--- config.mk ---
export PLATFORM = sky130hd
export DESIGN_NAME = seq_multiplier
export DESIGN_NICKNAME = d
export VERILOG_FILES = /design/src/rtl/seq_multiplier_pkg.sv /design/src/rtl/seq_multiplier_datapath.sv /design/src/rtl/seq_multiplier.sv
export SDC_FILE = /design/constraint.sdc
export NUM_CORES = 1
export LEC_CHECK = 0
export ABC_CLOCK_PERIOD_IN_PS = 9000
export BUFFER_PORTS_ARGS = -buffer_cell sky130_fd_sc_hd__buf_4
export CAP_MARGIN = 25
export CELL_PAD_IN_SITES_DETAIL_PLACEMENT = 0
export CELL_PAD_IN_SITES_GLOBAL_PLACEMENT = 1
export CORE_ASPECT_RATIO = 1.25
export CORE_MARGIN = 4
export CORE_UTILIZATION = 35
export CTS_BUF_LIST = sky130_fd_sc_hd__clkbuf_16
export CTS_CLUSTER_SIZE = 28
export DETAILED_ROUTE_END_ITERATION = 10
export GPL_ROUTABILITY_DRIVEN = 0
export PLACE_DENSITY_LB_ADDON = 0.15
export RECOVER_POWER = 50
export SETUP_SLACK_MARGIN = 0.2
export SLEW_MARGIN = 25
export SYNTH_ARGS = -nofsm -noshare
export SYNTH_HDL_FRONTEND = slang
export SYNTH_SLANG_ARGS = --single-unit
--- constraint.sdc ---
create_clock -name Clock -period 9 [get_ports Clock]
set_input_delay 0.9 -clock Clock [delete_from_list [all_inputs] [get_ports Clock]]
set_output_delay 0.9 -clock Clock [all_outputs]
set_load 0.05 [all_outputs]
--- src/rtl/seq_multiplier_pkg.sv ---
// Shared CPU definitions: ALU operation codes, ALUOp codes, word width and
// the state encoding used by the iterative multiplier.
package seq_multiplier_pkg;

  localparam int WORD_WIDTH = 24;

  localparam logic [3:0] OP_AND = 4'b0000;
  localparam logic [3:0] OP_OR  = 4'b0001;
  localparam logic [3:0] OP_ADD = 4'b0010;
  localparam logic [3:0] OP_SLT = 4'b0011;
  localparam logic [3:0] OP_MUL = 4'b0100;
  localparam logic [3:0] OP_XOR = 4'b0101;
  localparam logic [3:0] OP_SLL = 4'b0110;

  localparam logic [1:0] ALUOP_MEM   = 2'b00;
  localparam logic [1:0] ALUOP_BRANCH = 2'b01;
  localparam logic [1:0] ALUOP_RTYPE = 2'b10;
  localparam logic [1:0] ALUOP_MUL   = 2'b11;

  typedef enum logic [1:0] {
    IDLE = 2'b00,
    RUN  = 2'b01,
    DONE = 2'b10
  } mul_state_e;

endpackage

--- src/rtl/seq_multiplier_datapath.sv ---
// Shift-add datapath: multiplicand register, {accumulator, multiplier} shift pair
// and a WIDTH+1-bit adder. Exposes the post-step product so the caller can capture it.
module mul_datapath
  import seq_multiplier_pkg::*;
#(
  parameter int WIDTH = WORD_WIDTH
) (
  input  logic             clk,
  input  logic             rst,
  input  logic             load,
  input  logic             step,
  input  logic [WIDTH-1:0] a,
  input  logic [WIDTH-1:0] b,
  output logic [WIDTH-1:0] prod_hi_nxt,
  output logic [WIDTH-1:0] prod_lo_nxt
);

  logic [WIDTH-1:0] mcand_q, mcand_d;
  logic [WIDTH-1:0] acc_q, acc_d;
  logic [WIDTH-1:0] mplier_q, mplier_d;
  logic [WIDTH:0]   sum;

  always_comb begin
    mcand_d  = mcand_q;
    acc_d    = acc_q;
    mplier_d = mplier_q;
    // Carry kept in sum[WIDTH] and shifted back into the accumulator MSB.
    sum = {1'b0, acc_q} + (mplier_q[0] ? {1'b0, mcand_q} : {(WIDTH+1){1'b0}});
    if (load) begin
      mcand_d  = a;
      acc_d    = '0;
      mplier_d = b;
    end else if (step) begin
      acc_d    = sum[WIDTH:1];
      mplier_d = {sum[0], mplier_q[WIDTH-1:1]};
    end
  end

  assign prod_hi_nxt = acc_d;
  assign prod_lo_nxt = mplier_d;

  always_ff @(posedge clk or posedge rst) begin
    if (rst) begin
      mcand_q  <= '0;
      acc_q    <= '0;
      mplier_q <= '0;
    end else begin
      mcand_q  <= mcand_d;
      acc_q    <= acc_d;
      mplier_q <= mplier_d;
    end
  end

endmodule

--- src/rtl/seq_multiplier.sv ---
// Iterative unsigned multiplier for the MUL ALU operation: WIDTH-cycle fixed latency,
// Busy while running, one-cycle Done when the registered product is valid.
module seq_multiplier
  import seq_multiplier_pkg::*;
#(
  parameter int         WIDTH  = WORD_WIDTH,
  parameter logic [3:0] MUL_OP = OP_MUL
) (
  input  logic             Clock,
  input  logic             Reset,
  input  logic             Start,
  input  logic [3:0]       Operation,
  input  logic [WIDTH-1:0] A,
  input  logic [WIDTH-1:0] B,
  output logic [WIDTH-1:0] Result,
  output logic [WIDTH-1:0] ResultHi,
  output logic             Overflow,
  output logic             Busy,
  output logic             Done
);

  localparam int CW = $clog2(WIDTH) + 1;
  localparam logic [CW-1:0] CNT_LAST = CW'(WIDTH - 1);

  mul_state_e       state_q, state_d;
  logic [CW-1:0]    cnt_q, cnt_d;
  logic [WIDTH-1:0] res_lo_q, res_lo_d;
  logic [WIDTH-1:0] res_hi_q, res_hi_d;
  logic             ovf_q, ovf_d;
  logic             accept, load, step;
  logic [WIDTH-1:0] prod_hi_nxt, prod_lo_nxt;

  // Start is honoured in DONE as well as IDLE so results can issue back-to-back.
  assign accept = Start && (Operation == MUL_OP) && (state_q != RUN);

  always_comb begin
    state_d  = state_q;
    cnt_d    = cnt_q;
    res_lo_d = res_lo_q;
    res_hi_d = res_hi_q;
    ovf_d    = ovf_q;
    load     = 1'b0;
    step     = 1'b0;
    case (state_q)
      IDLE, DONE: begin
        state_d = IDLE;
        if (accept) begin
          load    = 1'b1;
          cnt_d   = '0;
          state_d = RUN;
        end
      end
      RUN: begin
        step  = 1'b1;
        cnt_d = cnt_q + CW'(1);
        if (cnt_q == CNT_LAST) begin
          state_d  = DONE;
          res_lo_d = prod_lo_nxt;
          res_hi_d = prod_hi_nxt;
          ovf_d    = |prod_hi_nxt;
        end
      end
      default: state_d = IDLE;
    endcase
  end

  always_ff @(posedge Clock or posedge Reset) begin
    if (Reset) begin
      state_q  <= IDLE;
      cnt_q    <= '0;
      res_lo_q <= '0;
      res_hi_q <= '0;
      ovf_q    <= 1'b0;
    end else begin
      state_q  <= state_d;
      cnt_q    <= cnt_d;
      res_lo_q <= res_lo_d;
      res_hi_q <= res_hi_d;
      ovf_q    <= ovf_d;
    end
  end

  mul_datapath #(.WIDTH(WIDTH)) u_dp (
    .clk         (Clock),
    .rst         (Reset),
    .load        (load),
    .step        (step),
    .a           (A),
    .b           (B),
    .prod_hi_nxt (prod_hi_nxt),
    .prod_lo_nxt (prod_lo_nxt)
  );

  assign Result   = res_lo_q;
  assign ResultHi = res_hi_q;
  assign Overflow = ovf_q;
  assign Busy     = (state_q == RUN);
  assign Done     = (state_q == DONE);

endmodule

==> results of run 1 <==
path summary, 6_finish.rpt:
kind                                         startpoint                      endpoint  slack, ns  cells after the start
hold reg to reg            u_dp.mcand_q[21]$_DFFE_PP0P_  u_dp.mcand_q[21]$_DFFE_PP0P_       0.47                      2
hold / removal             u_dp.mcand_q[21]$_DFFE_PP0P_  u_dp.mcand_q[21]$_DFFE_PP0P_       0.47                      2
setup / recovery                 state_q[0]$_DFFE_PP0P_          Overflow$_DFFE_PP0P_       3.22                     12
setup reg to reg                 state_q[0]$_DFFE_PP0P_          Overflow$_DFFE_PP0P_       3.22                     12
min in group asynchronous                         Reset        Result[23]$_DFFE_PP0P_       1.29                      2
max in group asynchronous                         Reset       u_dp.acc_q[9]$_DFF_PP0_       5.81                      3
Yosys cell counts, types with 8 or more instances:
master    instances
o21ai_1           8
a31oi_1          32
nand4_1           9
and2_1           25
o21ai_0          23
and3_1            9
a21o_1           11
xnor2_1           8
inv_1            12
dfrtp_1         129
ha_1             25
clkbuf_1         30
buf_2             8
a21oi_1          24
nand3_1          19
nand2_1         275
nor2_1           45
layout by cell type (no fill, tap or decap), types with 3 or more instances in the layout:
cell type	instances
o21bai_1	4
inv_6	7
and3_1	9
nand4_1	9
o21ai_0	23
and2_1	25
or3_1	5
nor3_1	5
a211oi_1	5
clkbuf_1	54
clkinvlp_4	3
o21ai_2	3
dfrtp_1	129
ha_1	25
and4_1	3
mux2i_1	4
nor2_1	45
a21oi_2	5
a21o_1	11
a31oi_1	32
xor2_1	5
clkbuf_16	17
nand3_1	19
a21oi_1	24
buf_4	56
inv_1	12
o21ai_1	8
xnor2_1	8
nand2_1	274
power by group through the flow:
stage | logic, mW | clock network, mW | registers [mW]
after detailed placement | 1.16 | 0 | 0.912
after floorplan | 0.594 | 0 | 1.14
after global placement | 1.15 | 0 | 0.910
after CTS | 1.17 | 0.694 | 0.907
after global routing | 1.21 | 0.720 | 0.932
final | 1.10 | 0.675 | 0.903
flip-flops by register name, summed over array words and instances, names as in the netlist:
register       count
Overflow           1
Result            24
ResultHi          24
cnt_q              6
state_q            2
u_dp.acc_q        24
u_dp.mcand_q      24
u_dp.mplier_q     24
cells by family after synthesis:
group | after synthesis
AND/OR/NAND/NOR | 409
AO/OA/AOI/OAI | 137
flip-flops | 129
buffers and inverters | 57
adder cells (fa/ha/maj) | 26
XOR/XNOR | 13
multiplexers | 6
layer usage:
layer | track usage (%) | vias to the layer above | part of all wire, %
met4 | 6.54 | 0 | 2.0
li1 | - | 2797 | -
met1 | 22.2 | 2789 | 43
met3 | 3.87 | 25 | 4.5
met2 | 31.0 | 113 | 50
met5 | 0 | - | 0
cell type report:
class	instances	area [um^2]	share of cell area, %
Inverter	14	53.8	0.674
Timing Repair Buffer	112	638	7.99
Tap cell	232	290	3.63
Multi-Input combinational cell	591	3210	40.1
Clock buffer	17	425	5.33
Clock inverter	15	146	1.83
Sequential cell	129	3230	40.4
metrics by stage:
step	cell area [um^2]	setup slack (ns)
3_3_place_gp	7620	5.59
6_report	7990	3.22
5_1_grt	7990	2.70
2_1_floorplan	6660	4.66
3_5_place_dp	7620	5.54
4_1_cts	8200	5.56
critical path, cell delays in order, from the launching register on:
cell and delay (ns):
dfrtp_1 0.41, nand2b_2 0.07, clkbuf_1 2.15, inv_2 0.07
clkbuf_1 1.07, nor2_1 0.53, a21oi_1 0.07, nor3_1 0.29
o2111a_1 0.24, nand4_1 0.18, nor4_2 0.25, and4_1 0.23
a21oi_1 0.06
==> summary.txt, run 1 <==
Status
  • Status: finished, violations left
  • Failing checks: capacitance limit, slew limit

Power
  • Tot Pwr: 2.67 mW
  • Clock network power share: 25.2%
  • Comb pwr share: 41.0%
  • Pleak: 3.92 nW
  • Sequential power share: 33.8%
  • Peak supply drop: 0.147 mV
  • Sw power: 1.20 mW
  • P per Cell Area: 335 nW/um^2
  • Int Pwr: 1.48 mW
  • Switching part of the total: 44.8%

Critical path
  • Max FO, Critical Path: 65
  • CP Capture Type: register
  • Crit path arrival time: 6.07 ns
  • Critical setup path kind: reg -> reg
  • Worst path required time: 9.29 ns
  • Crit path launch type: register

Synth
  • Synth Area in Simple Gates: 26.7%
  • Syn avg cell area: 8.57 um^2
  • Largest cells by area after synthesis: dfrtp_1 (48%), nand2_1 (15%), ha_1 (4.7%), a31oi_1 (3.0%), nor2_1 (2.5%)
  • Cell count after synthesis: 777
  • Synth Area in Adders: 5.00%
  • XOR/XNOR share of the synthesized area: 1.71%
  • Synth Register Bits: 129
  • Yosys top cell area share: 48.5%
  • Post-Synthesis Cell Area: 6660 um^2
  • Area leader, netlist: dfrtp_1
  • Mux share of post-synthesis cell area: 0.939%
  • Synth warn: 0
  • Most used DFF post-synth: dfrtp_1
  • Register area share after synthesis: 48.5%
  • EDFF count, synth: 0
  • Ys async rst share: 100%
  • Complex-gate fraction of the synthesized area: 13.6%
  • Main combinational cell family by area after synthesis: simple AND/OR/NAND/NOR gates
  • Yosys cell types: 60
  • Mapped Nets: 858

GRT
  • Antenna violations before repair: 0
  • Number of global-route vias before repair: 5948
  • Gr ovfl total: 0
  • GR Util All Layers: 17.9%
  • Global-route wire length before repair: 31.0 mm
  • Largest net degree at the start of global routing: 72

Clock network
  • Inserted Clock Buffers: 17
  • CTS tree: yes
  • Clock Latency Late Sink: 0.42 ns
  • CTS H-Tree Depth: 4
  • Postcts setup bufs: 0
  • # resized after CTS: 0
  • CTS Sinks: 129
  • Maximum root-to-sink buffer count: 2
  • Clk pin slew, worst setup/hold paths: 0.06 ns
  • Hold Buf Count CTS: 0
  • Root buf cell: clkbuf_16

Placed design
  • Placed insts: 1078
  • Detailed Place HPWL: 12.3 mm
  • Port Buffers: 105

Timing
  • Fmax: 173 MHz
  • Fin Setup TNS: 0 ns
  • Tcrit/Tclk final: 64.2%
  • Worst clock skew: 0.0119 ns
  • RSZ-0062 raised after global routing: false
  • Final setup violation count: 0
  • Crit path time final: 5.78 ns
  • Relative slew slack: -108%
  • Max-slew violation count: 309
  • Hold_ws: 0.469 ns
  • Slew of the pin with the lowest slew margin: 3.12 ns
  • Final Hold Vio Count: 0

Drt
  • Wire per inst: 16.6 um
  • TritonRoute pass-1 iters: 4
  • Drt via density: 5.16
  • DRT iter0 DRCs: 253
  • Final WL: 18.4 mm
  • Post-route ant nets: 0
  • DRC viols: 0
  • Routed via count: 5724

Final layout
  • Fin cells: 1110
  • Nets: 946
  • Share of layout cells above drive strength 1: 12.6%
  • Fillers: 1888
  • Final core occ: 42.7%
  • Synthesis-to-layout area growth: 19.9%
  • Antenna diodes: 0

Floorplan
  • Core area: 18700 um^2
  • Starting Density: 35.6%
  • Die area: 21300 um^2
  • Die Span X: 131 um
  • # rows: 56
  • # IOs: 106
  • Die height: 162 um

Min path
  • Worst hold-check path type: reg -> reg

Run
  • Max Cap Viol: 5
Note: power is estimated with default switching activity, not from simulation.
==> run 2, diff against run 1 <==
Settings changed: ABC_CLOCK_PERIOD_IN_PS 9000 to 5300.
Clock period 9 ns to 5.3 ns, I/O delays scaled along.
==> run 2 against run 1 <==
The run still ends with capacitance limit, slew limit left. Sequential power increased by 69%. First-iteration DRC count decreased by 2.0%. Global-route usage increased by 0.12 points. Utilization increased by 0.68 points. Non-clock buffer count increased by 1. Sequential cell count unchanged. Power increased by 72%. Via count decreased by 0.51%. Routed wire length increased by 1.1%. Combinational power increased by 74%.
==> summary.txt, run 2 (synthesized netlist as in run 1, its figures left out) <==
Timing
  • Worst setup margin: 1.87 ns (-1.36 ns)
  • Worst clock skew: 0.0122 ns (+0.000286 ns)
  • RSZ-0062 raised after global routing: false
  • Final setup violation count: 0 (unchanged)
  • Fin Setup TNS: 0 ns (unchanged)
  • Fmax: 291 MHz
  • Final Hold Vio Count: 0 (unchanged)
  • Tcrit/Tclk final: 64.7%
  • Max-slew violation count: 81 (-74%)
  • Slew of the pin with the lowest slew margin: 2.49 ns (-0.624 ns)
  • Crit path time final: 3.43 ns
  • Relative slew slack: -66.3% (+42 points)

Final layout
  • FF+latch area: 3230 um^2 (unchanged)
  • Nets: 947 (+0.11%)
  • Fin cells: 1110 (unchanged)
  • Commonest non-fill, non-tap cell in the layout: nand2_1
  • Multi-input gate area: 3210 um^2 (+0.12%)
  • Fillers: 1861 (-1.4%)
  • Leading cell types in the layout, fill and taps excluded: nand2_1 (274), dfrtp_1 (129), buf_4 (86)
  • Synthesis-to-layout area growth: 21.8%
  • Antenna diodes: 0 (unchanged)
  • Share of layout cells above drive strength 1: 16.1% (+3.4 points)

Clock network
  • CTS H-Tree Depth: 4 (unchanged)
  • CTS Sinks: 129 (unchanged)
  • Hold Buf Count CTS: 0 (unchanged)
  • Clock Latency Late Sink: 0.42 ns (about the same)
  • Root buf cell: clkbuf_16
  • Clk pin slew, worst setup/hold paths: 0.06 ns (about the same)
  • # resized after CTS: 0 (unchanged)
  • Inserted Clock Buffers: 17 (unchanged)
  • Postcts setup bufs: 0 (unchanged)
  • Maximum root-to-sink buffer count: 2 (unchanged)
  • CTS tree: yes

GRT
  • Gr ovfl total: 0 (unchanged)
  • Number of global-route vias before repair: 6141 (+3.2%)
  • Global-route wire length before repair: 31.1 mm (+0.22%)
  • GR Util All Layers: 18.1% (+0.12 points)
  • Antenna violations before repair: 0 (unchanged)
  • Largest net degree at the start of global routing: 65 (-9.7%)

Floorplan
  • # rows: 56 (unchanged)
  • # IOs: 106 (unchanged)
  • Die Span X: 131 um (unchanged)
  • Die height: 162 um (unchanged)
  • Starting Density: 35.6% (unchanged)
  • Core area: 18700 um^2 (unchanged)
  • Die area: 21300 um^2 (unchanged)

Drt
  • Post-route ant nets: 0 (unchanged)
  • DRC viols: 0 (unchanged)
  • Final WL: 18.7 mm (+1.1%)
  • Drt via density: 5.13 (-0.51%)
  • DRT iter0 DRCs: 248 (-2.0%)
  • Wire per inst: 16.8 um (+1.1%)
  • TritonRoute pass-1 iters: 5 (+1)
  • Routed via count: 5695 (-0.51%)

Critical path
  • Crit path launch type: input pin
  • CP Capture Type: async pin
  • Crit path arrival time: 3.42 ns (-2.65 ns)
  • Worst path required time: 5.29 ns (-4.00 ns)
  • Critical setup path kind: in -> async
  • Max FO, Critical Path: 44 (-32%)

Placed design
  • Pre-CTS setup slack: 1.93 ns (-3.61 ns)
  • Port Buffers: 105 (unchanged)
  • Placed insts: 1079 (+0.093%)
  • Detailed Place HPWL: 12.8 mm (+3.4%)

Status
  • Failing checks: capacitance limit, slew limit
  • Status: finished, violations left

Power
  • Tot Pwr: 4.61 mW (+72%)
  • Peak supply drop: 0.267 mV (+81%)
  • P per Cell Area: 568 nW/um^2 (+70%)
  • Pleak: 4.03 nW (+2.8%)

Min path
  • Worst hold-check path type: in -> reg

Run
  • Max Cap Viol: 2 (-3)
run 2: cell types whose count changed in the layout (fill, tap and decap cells not counted), moves of 3 or more:
cell	before	now
buf_4	56	86
inv_6	7	3
clkbuf_1	54	26
clkinv_4	2	5
run 2: worst paths after layout:
path                                              start  depth (start not counted)                            to  slack (ns)
max                                               Reset                          3  u_dp.mcand_q[10]$_DFFE_PP0P_        1.87
min                                                A[5]                          3   u_dp.mcand_q[5]$_DFFE_PP0P_        0.31
max reg2reg                  u_dp.mplier_q[0]$_DFF_PP0_                         12          Overflow$_DFFE_PP0P_        1.92
min reg2reg                u_dp.mcand_q[20]$_DFFE_PP0P_                          2  u_dp.mcand_q[20]$_DFFE_PP0P_        0.47
max in group Clock           u_dp.mplier_q[0]$_DFF_PP0_                         12          Overflow$_DFFE_PP0P_        1.92
min in group asynchronous                         Reset                          2        Result[20]$_DFFE_PP0P_        0.49
run 2: layout make-up:
type	instances	share of cell area, %
clock inverters	14	1.94
clock buffers	17	5.24
multi-input cells	591	39.5
flip-flops and latches	129	39.8
inverters	14	0.663
repair buffers	113	9.25
well taps	232	3.58
run 2: layer usage:
metal	global-route usage [%]	share of wire [%]	up-vias
met5	0	0	-
met4	6.83	2.0	0
met3	4.77	4.5	27
met2	32.5	51	110
met1	20.6	42	2752
li1	-	-	2806
run 2: worst max-delay path, stage by stage:
cell        delay (ns)
clkbuf_4          0.11
clkinvlp_2        0.90
clkbuf_1          1.83
run 2: per-stage QoR:
stage	cell area, um^2	hold WS (ns)	util [%]
2_1_floorplan	6660	0.438	-
3_3_place_gp	7630	0.456	40.8
3_5_place_dp	7630	0.458	40.8
4_1_cts	8210	0.127	43.9
5_1_grt	8120	0.291	43.4
6_report	8120	0.308	43.4
run 2: power breakdown:
group,switching [mW],internal [mW]
registers,0.213,1.32
logic,1.34,0.575
clock network,0.470,0.696
